$ cat src/rtl/qsys_param_pio_if.sv
// Avalon-MM slave bus bundle for qsys_param_pio: word address, active-low strobes, 32-bit data.
interface qsys_param_pio_if;
  logic [2:0]  address;
  logic        chipselect;
  logic        read_n;
  logic        write_n;
  logic [31:0] writedata;
  logic [31:0] readdata;

  modport master (output address, chipselect, read_n, write_n, writedata, input readdata);
  modport slave  (input address, chipselect, read_n, write_n, writedata, output readdata);
endinterface

$ cat src/rtl/qsys_param_pio.sv
// Parametrised Avalon-MM bidirectional PIO: per-bit direction, atomic set/clear of outputs,
// synchronised inputs with edge capture, and a maskable level interrupt.
module qsys_param_pio #(
  parameter int unsigned WIDTH       = 4,
  parameter logic [31:0] DIR_RESET   = '0,
  parameter logic [31:0] OUT_RESET   = '0,
  parameter int unsigned SYNC_STAGES = 2,
  parameter int unsigned EDGE_TYPE   = 0
) (
  input  logic             clk,
  input  logic             reset_n,
  qsys_param_pio_if.slave  bus,
  input  logic [WIDTH-1:0] in_port,
  output logic [WIDTH-1:0] out_port,
  output logic [WIDTH-1:0] oe,
  output logic             irq
);

  typedef enum logic [2:0] {
    REG_DATA   = 3'd0,
    REG_DIR    = 3'd1,
    REG_MASK   = 3'd2,
    REG_EDGE   = 3'd3,
    REG_OUTSET = 3'd4,
    REG_OUTCLR = 3'd5
  } reg_addr_e;

  localparam logic [WIDTH-1:0] DIR_INIT   = DIR_RESET[WIDTH-1:0];
  localparam logic [WIDTH-1:0] OUT_INIT   = OUT_RESET[WIDTH-1:0];
  localparam logic [2:0]       ARM_CYCLES = 3'(SYNC_STAGES + 1);

  logic [WIDTH-1:0] data_out;
  logic [WIDTH-1:0] dir;
  logic [WIDTH-1:0] mask;
  logic [WIDTH-1:0] edge_cap;
  logic [WIDTH-1:0] sync_ff [SYNC_STAGES];
  logic [WIDTH-1:0] sync_in;
  logic [WIDTH-1:0] prev;
  logic [WIDTH-1:0] wdata;
  logic [WIDTH-1:0] rise;
  logic [WIDTH-1:0] fall;
  logic [WIDTH-1:0] det;
  logic [WIDTH-1:0] w1c;
  logic [WIDTH-1:0] rd_val;
  logic [2:0]       arm_cnt;
  logic             armed;
  logic             wr;
  logic             rd;
  logic             unused_wdata;

  assign wr           = bus.chipselect & ~bus.write_n;
  assign rd           = bus.chipselect & ~bus.read_n;
  assign wdata        = bus.writedata[WIDTH-1:0];
  assign unused_wdata = ^bus.writedata;

  assign sync_in = sync_ff[SYNC_STAGES-1];
  assign rise    = sync_in & ~prev;
  assign fall    = ~sync_in & prev;
  assign det     = (EDGE_TYPE == 0) ? rise :
                   (EDGE_TYPE == 1) ? fall : (rise | fall);
  assign armed   = (arm_cnt == ARM_CYCLES);
  assign w1c     = (wr && bus.address == REG_EDGE) ? wdata : '0;

  assign out_port = data_out;
  assign oe       = dir;

  always_comb begin
    // NOTE: default first so every path assigns rd_val and no latch is inferred.
    rd_val = '0;
    case (bus.address)
      REG_DATA: rd_val = (dir & data_out) | (~dir & sync_in);
      REG_DIR:  rd_val = dir;
      REG_MASK: rd_val = mask;
      REG_EDGE: rd_val = edge_cap;
      default:  rd_val = '0;
    endcase
  end

  // NOTE: short flop chain, not a RAM, so it is reset to give a known edge history after reset.
  always_ff @(posedge clk or negedge reset_n) begin
    if (!reset_n) begin
      for (int i = 0; i < SYNC_STAGES; i++) sync_ff[i] <= '0;
      prev <= '0;
    end else begin
      sync_ff[0] <= in_port;
      for (int i = 1; i < SYNC_STAGES; i++) sync_ff[i] <= sync_ff[i-1];
      prev <= sync_in;
    end
  end

  always_ff @(posedge clk or negedge reset_n) begin
    if (!reset_n) begin
      data_out      <= OUT_INIT;
      dir           <= DIR_INIT;
      mask          <= '0;
      edge_cap      <= '0;
      arm_cnt       <= '0;
      irq           <= 1'b0;
      bus.readdata  <= '0;
    end else begin
      // NOTE: non-blocking so all registers see pre-edge values regardless of statement order.
      if (!armed) arm_cnt <= arm_cnt + 3'd1;

      // Set wins over a same-cycle clear; output-direction bits never capture.
      edge_cap <= (edge_cap & ~w1c) | (det & ~dir & {WIDTH{armed}});
      irq      <= |(edge_cap & mask);

      if (rd) bus.readdata <= 32'(rd_val);

      if (wr) begin
        case (bus.address)
          REG_DATA:   data_out <= wdata;
          REG_DIR:    dir      <= wdata;
          REG_MASK:   mask     <= wdata;
          REG_OUTSET: data_out <= data_out | wdata;
          REG_OUTCLR: data_out <= data_out & ~wdata;
          default:    ;
        endcase
      end
    end
  end

endmodule
$ cat src/flat_wrapper.sv
// flat-port wrapper written by rule: the top's interface ports become plain ports
module qsys_param_pio_flat 
#(
  parameter int unsigned WIDTH       = 4,
  parameter logic [31:0] DIR_RESET   = '0,
  parameter logic [31:0] OUT_RESET   = '0,
  parameter int unsigned SYNC_STAGES = 2,
  parameter int unsigned EDGE_TYPE   = 0
)
  (clk, reset_n, in_port, out_port, oe, irq, bus_address, bus_chipselect, bus_read_n, bus_write_n, bus_writedata, bus_readdata);
  qsys_param_pio_if bus_i ();
  input  logic clk;
  input  logic reset_n;
  input  logic [WIDTH-1:0] in_port;
  output logic [WIDTH-1:0] out_port;
  output logic [WIDTH-1:0] oe;
  output logic irq;
  input wire logic [$bits(bus_i.address)-1:0] bus_address;
  input wire logic [$bits(bus_i.chipselect)-1:0] bus_chipselect;
  input wire logic [$bits(bus_i.read_n)-1:0] bus_read_n;
  input wire logic [$bits(bus_i.write_n)-1:0] bus_write_n;
  input wire logic [$bits(bus_i.writedata)-1:0] bus_writedata;
  output wire logic [$bits(bus_i.readdata)-1:0] bus_readdata;
  assign bus_i.address = bus_address;
  assign bus_i.chipselect = bus_chipselect;
  assign bus_i.read_n = bus_read_n;
  assign bus_i.write_n = bus_write_n;
  assign bus_i.writedata = bus_writedata;
  assign bus_readdata = bus_i.readdata;
  qsys_param_pio #(.WIDTH(WIDTH), .DIR_RESET(DIR_RESET), .OUT_RESET(OUT_RESET), .SYNC_STAGES(SYNC_STAGES), .EDGE_TYPE(EDGE_TYPE)) u_core (.clk(clk), .reset_n(reset_n), .bus(bus_i), .in_port(in_port), .out_port(out_port), .oe(oe), .irq(irq));
endmodule
$ cat config.mk
export PLATFORM = sky130hd
export DESIGN_NAME = qsys_param_pio_flat
export DESIGN_NICKNAME = d
export VERILOG_FILES = /design/src/rtl/qsys_param_pio_if.sv /design/src/rtl/qsys_param_pio.sv /design/src/flat_wrapper.sv
export SDC_FILE = /design/constraint.sdc
export NUM_CORES = 1
export LEC_CHECK = 0
export BUFFER_PORTS_ARGS = -buffer_cell sky130_fd_sc_hd__buf_2
export CAP_MARGIN = 0
export CORE_UTILIZATION = 25
export DETAILED_ROUTE_END_ITERATION = 10
export PLACE_DENSITY = 0.6
export SYNTH_ARGS = -nofsm -noshare
export SYNTH_HDL_FRONTEND = slang
export SYNTH_SLANG_ARGS = --single-unit
$ cat constraint.sdc
create_clock -name clk -period 1.7 [get_ports clk]
set_input_delay 0.255 -clock clk [delete_from_list [all_inputs] [get_ports clk]]
set_output_delay 0.255 -clock clk [all_outputs]
set_load 0.005 [all_outputs]
==> results of run 1 <==
## final cells by class
class / count / share of cell area
Clock buffer: 6 / 0.0370
Clock inverter: 2 / 0.0179
Inverter: 2 / 0.00383
Multi-Input combinational cell: 106 / 0.349
Sequential cell: 36 / 0.460
Tap cell: 77 / 0.0492
Timing Repair Buffer: 31 / 0.0830
## metal layers
metal	vias up	wire length, um	track usage
met2	39	1490	0.144
met5	-	0	0
met4	0	23	0.0508
met3	2	157	0.0340
li1	531	-	-
met1	504	1600	0.129
## state kept, by name, summed over array words and instances, names as in the netlist
register,flops
u_core.bus.readdata,4
u_core.edge_cap,4
u_core.mask,4
u_core.oe,4
u_core.out_port,4
u_core.prev,4
u_core.sync_ff,4
u_core.sync_in,4
u_core.arm_cnt,3
u_core.irq,1
## per-stage QoR
stage	instance area [um2]	hold WS [ns]	power (mW)	setup slack (ns)
finish	1960	0.000123	2.13	0.363
global route	1960	0.0287	2.25	0.208
CTS	1960	0.00750	2.16	0.344
detailed placement	1850	0.325	1.42	0.248
global placement	1850	0.327	1.40	0.252
floorplan	1830	-0.0406	1.29	0.410
## where the power goes
part           switching [mW]  internal (mW)  leakage (nW)
combinational           0.156          0.172         0.454
sequential             0.0970          0.967         0.411
clock                   0.301          0.435        0.0552
total                   0.554           1.57         0.920
## cells in the final DEF, fill, tap and decap left out, types with 2 or more instances in the layout
cell type,instances
a21oi_1,4
nand2_1,19
inv_1,2
ha_1,2
o211ai_1,4
mux2i_1,4
dfrtp_1,36
a21o_1,4
clkbuf_8,5
a22oi_1,2
conb_1,28
nor3b_1,5
o21bai_1,4
nor4bb_1,4
a32o_1,4
nand3b_1,5
buf_4,3
buf_2,28
mux2_2,9
## worst max-delay path: stages (launching register included)
cell and delay, ns:
dfrtp_1 0.37, ha_1 0.16, ha_1 0.30, nor4bb_1 0.32
a21o_1 0.12
## cell families (layout without fill, tap and decap cells)
logic type | Yosys count | after routing | synth area share
xor+xnor | 1 | 1 | 0.00506
fa+ha+maj | 2 | 2 | 0.0144
compound gates | 24 | 24 | 0.101
flops | 36 | 36 | 0.520
mux | 13 | 13 | 0.0816
simple gates | 38 | 38 | 0.132
buf+inv | 35 | 41 | 0.143
other cells | 1 | 28 | 0.00217
## worst paths after layout
kind	startpoint	end	slack, ns	depth (start not counted)
setup / recovery	u_core.arm_cnt[0]	u_core.edge_cap[3]	0.36	4
hold / removal	reset_n	u_core.edge_cap[1]	0.0001	2
setup reg to reg	u_core.arm_cnt[0]	u_core.edge_cap[3]	0.36	4
hold reg to reg	u_core.sync_ff[5]	u_core.sync_in[1]	0.35	0
max in group asynchronous	reset_n	u_core.edge_cap[3]	1.38	2
min in group clk	in_port[0]	u_core.sync_ff[4]	0.07	1
==> results.toml, run 1 <==
[run_status]
status = "finished clean"

[worst_setup_path]
required_ns = 1.93
worstSetupPathType = "reg2reg"
start_kind = "flip-flop"
cp_data_arrival_time_ns = 1.56
endpoint_kind = "flip-flop"
cp_max_fo = 8

[detailed_routing]
wl_per_cell_um = 12.6
firstDrtPassIters = 4
ant_nets = 0
routed_wl_um = 3270
via_count = 1076
drc = 0
first_iter_violations = 44
via_per_inst = 4.14

[yosys]
synthTopCellsByArea = "dfrtp_1, buf_4, mux2_2"
yosys.cell_types.count = 28
synth.top_cell.area_share = 0.520
ys_seq_area_frac = 0.520
async_reset_ff_frac = 1.00
ys_ff_latch = 36
yosys_warnings = 0
synth_commonest_cells = "dfrtp_1, buf_4, nand2_1"
synth_area_per_cell_um2 = 11.5
yosys_most_used_dff = "dfrtp_1"
yosysMostFrequentCell = "dfrtp_1"
yosysTopAreaCell = "dfrtp_1"
netlist_area_um2 = 1730
synth_edf_count = 0
synth_cells = 150

[placement]
hpwl_um = 2420
dp.cells = 252
place.gp.congestion = 0.721
port_buffers = 28

[die]
die_h_um = 85.2
die-width_um = 85.2
ios = 85
dieArea_um2 = 7260
rows = 29
design.core.area_um2 = 6530
start_util = 0.265

[cells_and_area]
drive_gt1_frac = 0.268
area_growth_pct = 13.2
multi_input_area_um2 = 684
seq_area_um2 = 901
layoutNonFillerInstCount = 260
fillCellCount = 672
diodes = 0
nets = 228
fin_util = 0.300

[flow_run]
maxCapViolCount = 0

[timing]
fin_crit_ns = 1.34
hold_violations = 0
finalSetupViolCount = 0
rsz0062_at_grt = "false"
drv_slew = 0
fmax_mhz = 748
final.setup_skew_ns = 0.00412
fin_crit_sh = 0.786
finalSetupTns_ns = 0

[power_and_ir_drop]
powerDensity_nw_per_um2 = 1090
power.leakage_nw = 0.920
peakVddDrop_mv = 0.298

[clocking]
clock_latency_ns = 0.29
post-cts-setup-buffer-count = 0
cts.path.max_buffers = 2
post_cts_resize_count = 0
htreeDepth = 2
holdBufCountCts = 0
clkSinkCount = 36
clk_pin_slew_ns = 0.07
cts_root_buf = "clkbuf_8"
tritoncts = "yes"
numCtsBuffers = 5

[grt]
grt_pass1_wl_um = 5270
grt_overflow = 0
grt_max_degree = 37
grt_pass1_vias = 996
grt_usage = 0.0987
antenna_found_initial = 0

[worst_hold_path]
hold_path.class = "in2async"
No activity file was read; power rests on OpenSTA's default activity.
==> run 2: changes to the inputs <==
- ABC_AREA: not set -> 1
- clock period: 1.7 -> 1.3 ns (I/O delays scaled with it)
==> run 2 against run 1 <==
Net effect:
- clock-buffer cell count is 1 lower
- clock power is 87% higher
- utilization is 2.0 points higher
- critical path type unchanged
- area after synthesis is 1.4% higher
- maximum frequency is 8.9% higher
- the run now ends with DRC left
- sequential cell count stayed put
==> results.toml, run 2 <==
[run_status]
status = "finished with violations"
violations = "DRC"

[grt]
grt_overflow = 0
grt_pass1_vias = 1290
grt_max_degree = 20
grt_pass1_wl_um = 5840
antenna_found_initial = 0
grt_usage = 0.104

[yosys]
yosys_warnings = 0
synth_edf_count = 0
synth_area_per_cell_um2 = 8.73
synth_commonest_cells = "nand2_1, dfrtp_1, buf_4"
yosysTopAreaCell = "dfrtp_1"
synth.top_cell.area_share = 0.513
async_reset_ff_frac = 1.00
ys_seq_area_frac = 0.513
yosys.cell_types.count = 23
synth_cells = 201
yosysMostFrequentCell = "nand2_1"
yosys_most_used_dff = "dfrtp_1"
netlist_area_um2 = 1760
ys_ff_latch = 36
synthTopCellsByArea = "dfrtp_1, nand2_1, buf_4"

[timing]
finalSetupViolCount = 0
fin_crit_ns = 1.23
fmax_mhz = 814
setup_slack_ns = 0.0720
holdWs_ns = 0.00826
final.setup_skew_ns = 0.0118
drv_slew = 0
fin_crit_sh = 0.945
hold_violations = 0

[power_and_ir_drop]
power.leakage_nw = 1.14
design_power_total_mw = 3.14
powerDensity_nw_per_um2 = 1440
peakVddDrop_mv = 0.874

[worst_setup_path]
endpoint_kind = "flip-flop"
required_ns = 1.48
crit_family = "adder cells"
worstSetupPathType = "reg2reg"
reg2reg_depth = 5
cp_max_fo = 4
timing.rr.end = "u_core.edge_cap[3]"
cpMaxStageDelayCell = "dfrtp_1"
r2r_start = "u_core.arm_cnt[0]"
start_kind = "flip-flop"
slowest_delay_ns = 0.41
r2r_slack_ns = 0.07
cp.buffers_inverters = 1
cp_data_arrival_time_ns = 1.41
critical_path.cell_chain = "ha_1 -> ha_1 -> buf_4 -> nand2_1 -> nand2_1"

[die]
start_util = 0.258
die-width_um = 85.8
design.core.area_um2 = 6790
die_h_um = 85.8
rows = 30
dieArea_um2 = 7360
ios = 85

[placement]
place_ws_ns = 0.0945
hpwl_um = 2620
place.gp.congestion = 0.764
port_buffers = 28

[worst_hold_path]
hp-start = "in_port[2]"
worstHoldEndpoint = "u_core.sync_ff[6]"
whs_path_depth = 1
hold_path.class = "in2reg"

[cells_and_area]
multi_input_area_um2 = 658
final_common_cell = "nand2_1"
fillCellCount = 720
area_growth_pct = 24.0
diodes = 0
drive_gt1_frac = 0.219
seq_area_um2 = 901
nets = 292
final_cell_mix = "nand2_1, dfrtp_1, conb_1, buf_2, o21ai_0"

[detailed_routing]
via_per_inst = 3.95
via_count = 1356
ant_nets = 0
wl_per_cell_um = 10.2
first_iter_violations = 60
firstDrtPassIters = 7
drc = 1
routed_wl_um = 3500

[clocking]
htreeDepth = 2
clock_latency_ns = 0.29
clk_pin_slew_ns = 0.08
clkSinkCount = 36
numCtsBuffers = 5
cts_root_buf = "clkbuf_8"
post_cts_resize_count = 0
cts.path.max_buffers = 2
tritoncts = "yes"

[flow_run]
maxCapViolCount = 0
-- run 2: cell types whose count changed after synthesis, sizes merged, moves of 6 or more --
cell   previous run  this run
nor3b             6         0
inv               2        17
nand3             0         6
nor2              1         8
nand2            19        64
mux2              9         1
nand4             0         6
o21ai             2        17
-- run 2: cell families (layout without fill, tap and decap cells) --
group	after synthesis	after routing	share of synthesized area
adder cells (fa/ha/maj)	2	2	0.0143
AO/OA/AOI/OAI	26	26	0.0820
flip-flops	36	36	0.513
buffers and inverters	49	68	0.170
other	1	28	0.00214
XOR/XNOR	1	1	0.00499
AND/OR/NAND/NOR	85	85	0.207
multiplexers	1	1	0.00641
-- run 2: through the flow --
stage	setup TNS, ns	instance area [um2]	util	cells
2_1_floorplan	0	1860	-	228
3_3_place_gp	0	1970	0.290	330
3_5_place_dp	0	1970	0.290	330
4_1_cts	0	2150	0.316	340
5_1_grt	-0.00939	2180	0.320	343
6_report	0	2180	0.320	343
-- run 2: how the worst max path moves through the flow --
stage	end	start	cells after the start	slack, ns
2_1_floorplan	u_core.arm_cnt[1]	u_core.arm_cnt[0]	4	0.03
3_5_place_dp	u_core.edge_cap[3]	u_core.arm_cnt[0]	5	0.09
3_3_place_gp	u_core.mask[1]	bus_address[2]	6	0.11
4_1_cts	u_core.edge_cap[3]	u_core.arm_cnt[0]	5	0.07
6_report	u_core.edge_cap[3]	u_core.arm_cnt[0]	5	0.07
5_1_grt	u_core.edge_cap[2]	u_core.arm_cnt[0]	5	-0.009
-- run 2: layer usage --
metal  wire (um)  global-route usage  vias up
met4          61              0.0424        0
met5           0                   0        -
met2        1450               0.157       64
li1            -                   -      667
met3         240              0.0318       10
met1        1740               0.138      615
-- run 2: power by group --
group	total (mW)	internal, mW	switching (mW)
Sequential	1.35	1.25	0.0980
Clock	1.38	0.960	0.415
Combinational	0.413	0.180	0.233
-- run 2: worst reg2reg max path: stages, from the launching register on --
cell and delay (ns):
dfrtp_1 0.41, ha_1 0.20, ha_1 0.22, buf_4 0.17, nand2_1 0.07, nand2_1 0.05
-- run 2: cell type report --
class,count,share of cell area
sequential,36,0.414
timing repair buffer,43,0.126
clock inverter,3,0.0414
inverter,17,0.0293
multi-input combinational,143,0.302
clock buffer,5,0.0316
tap,96,0.0552
-- run 2: timing repair --
action / 4_1_cts / 5_1_grt
endpoints found under the setup margin: 0 / 1
setup buffers: 0 / 1
hold buffers: 2 / 2
endpoints found under the hold margin: 18 / 2
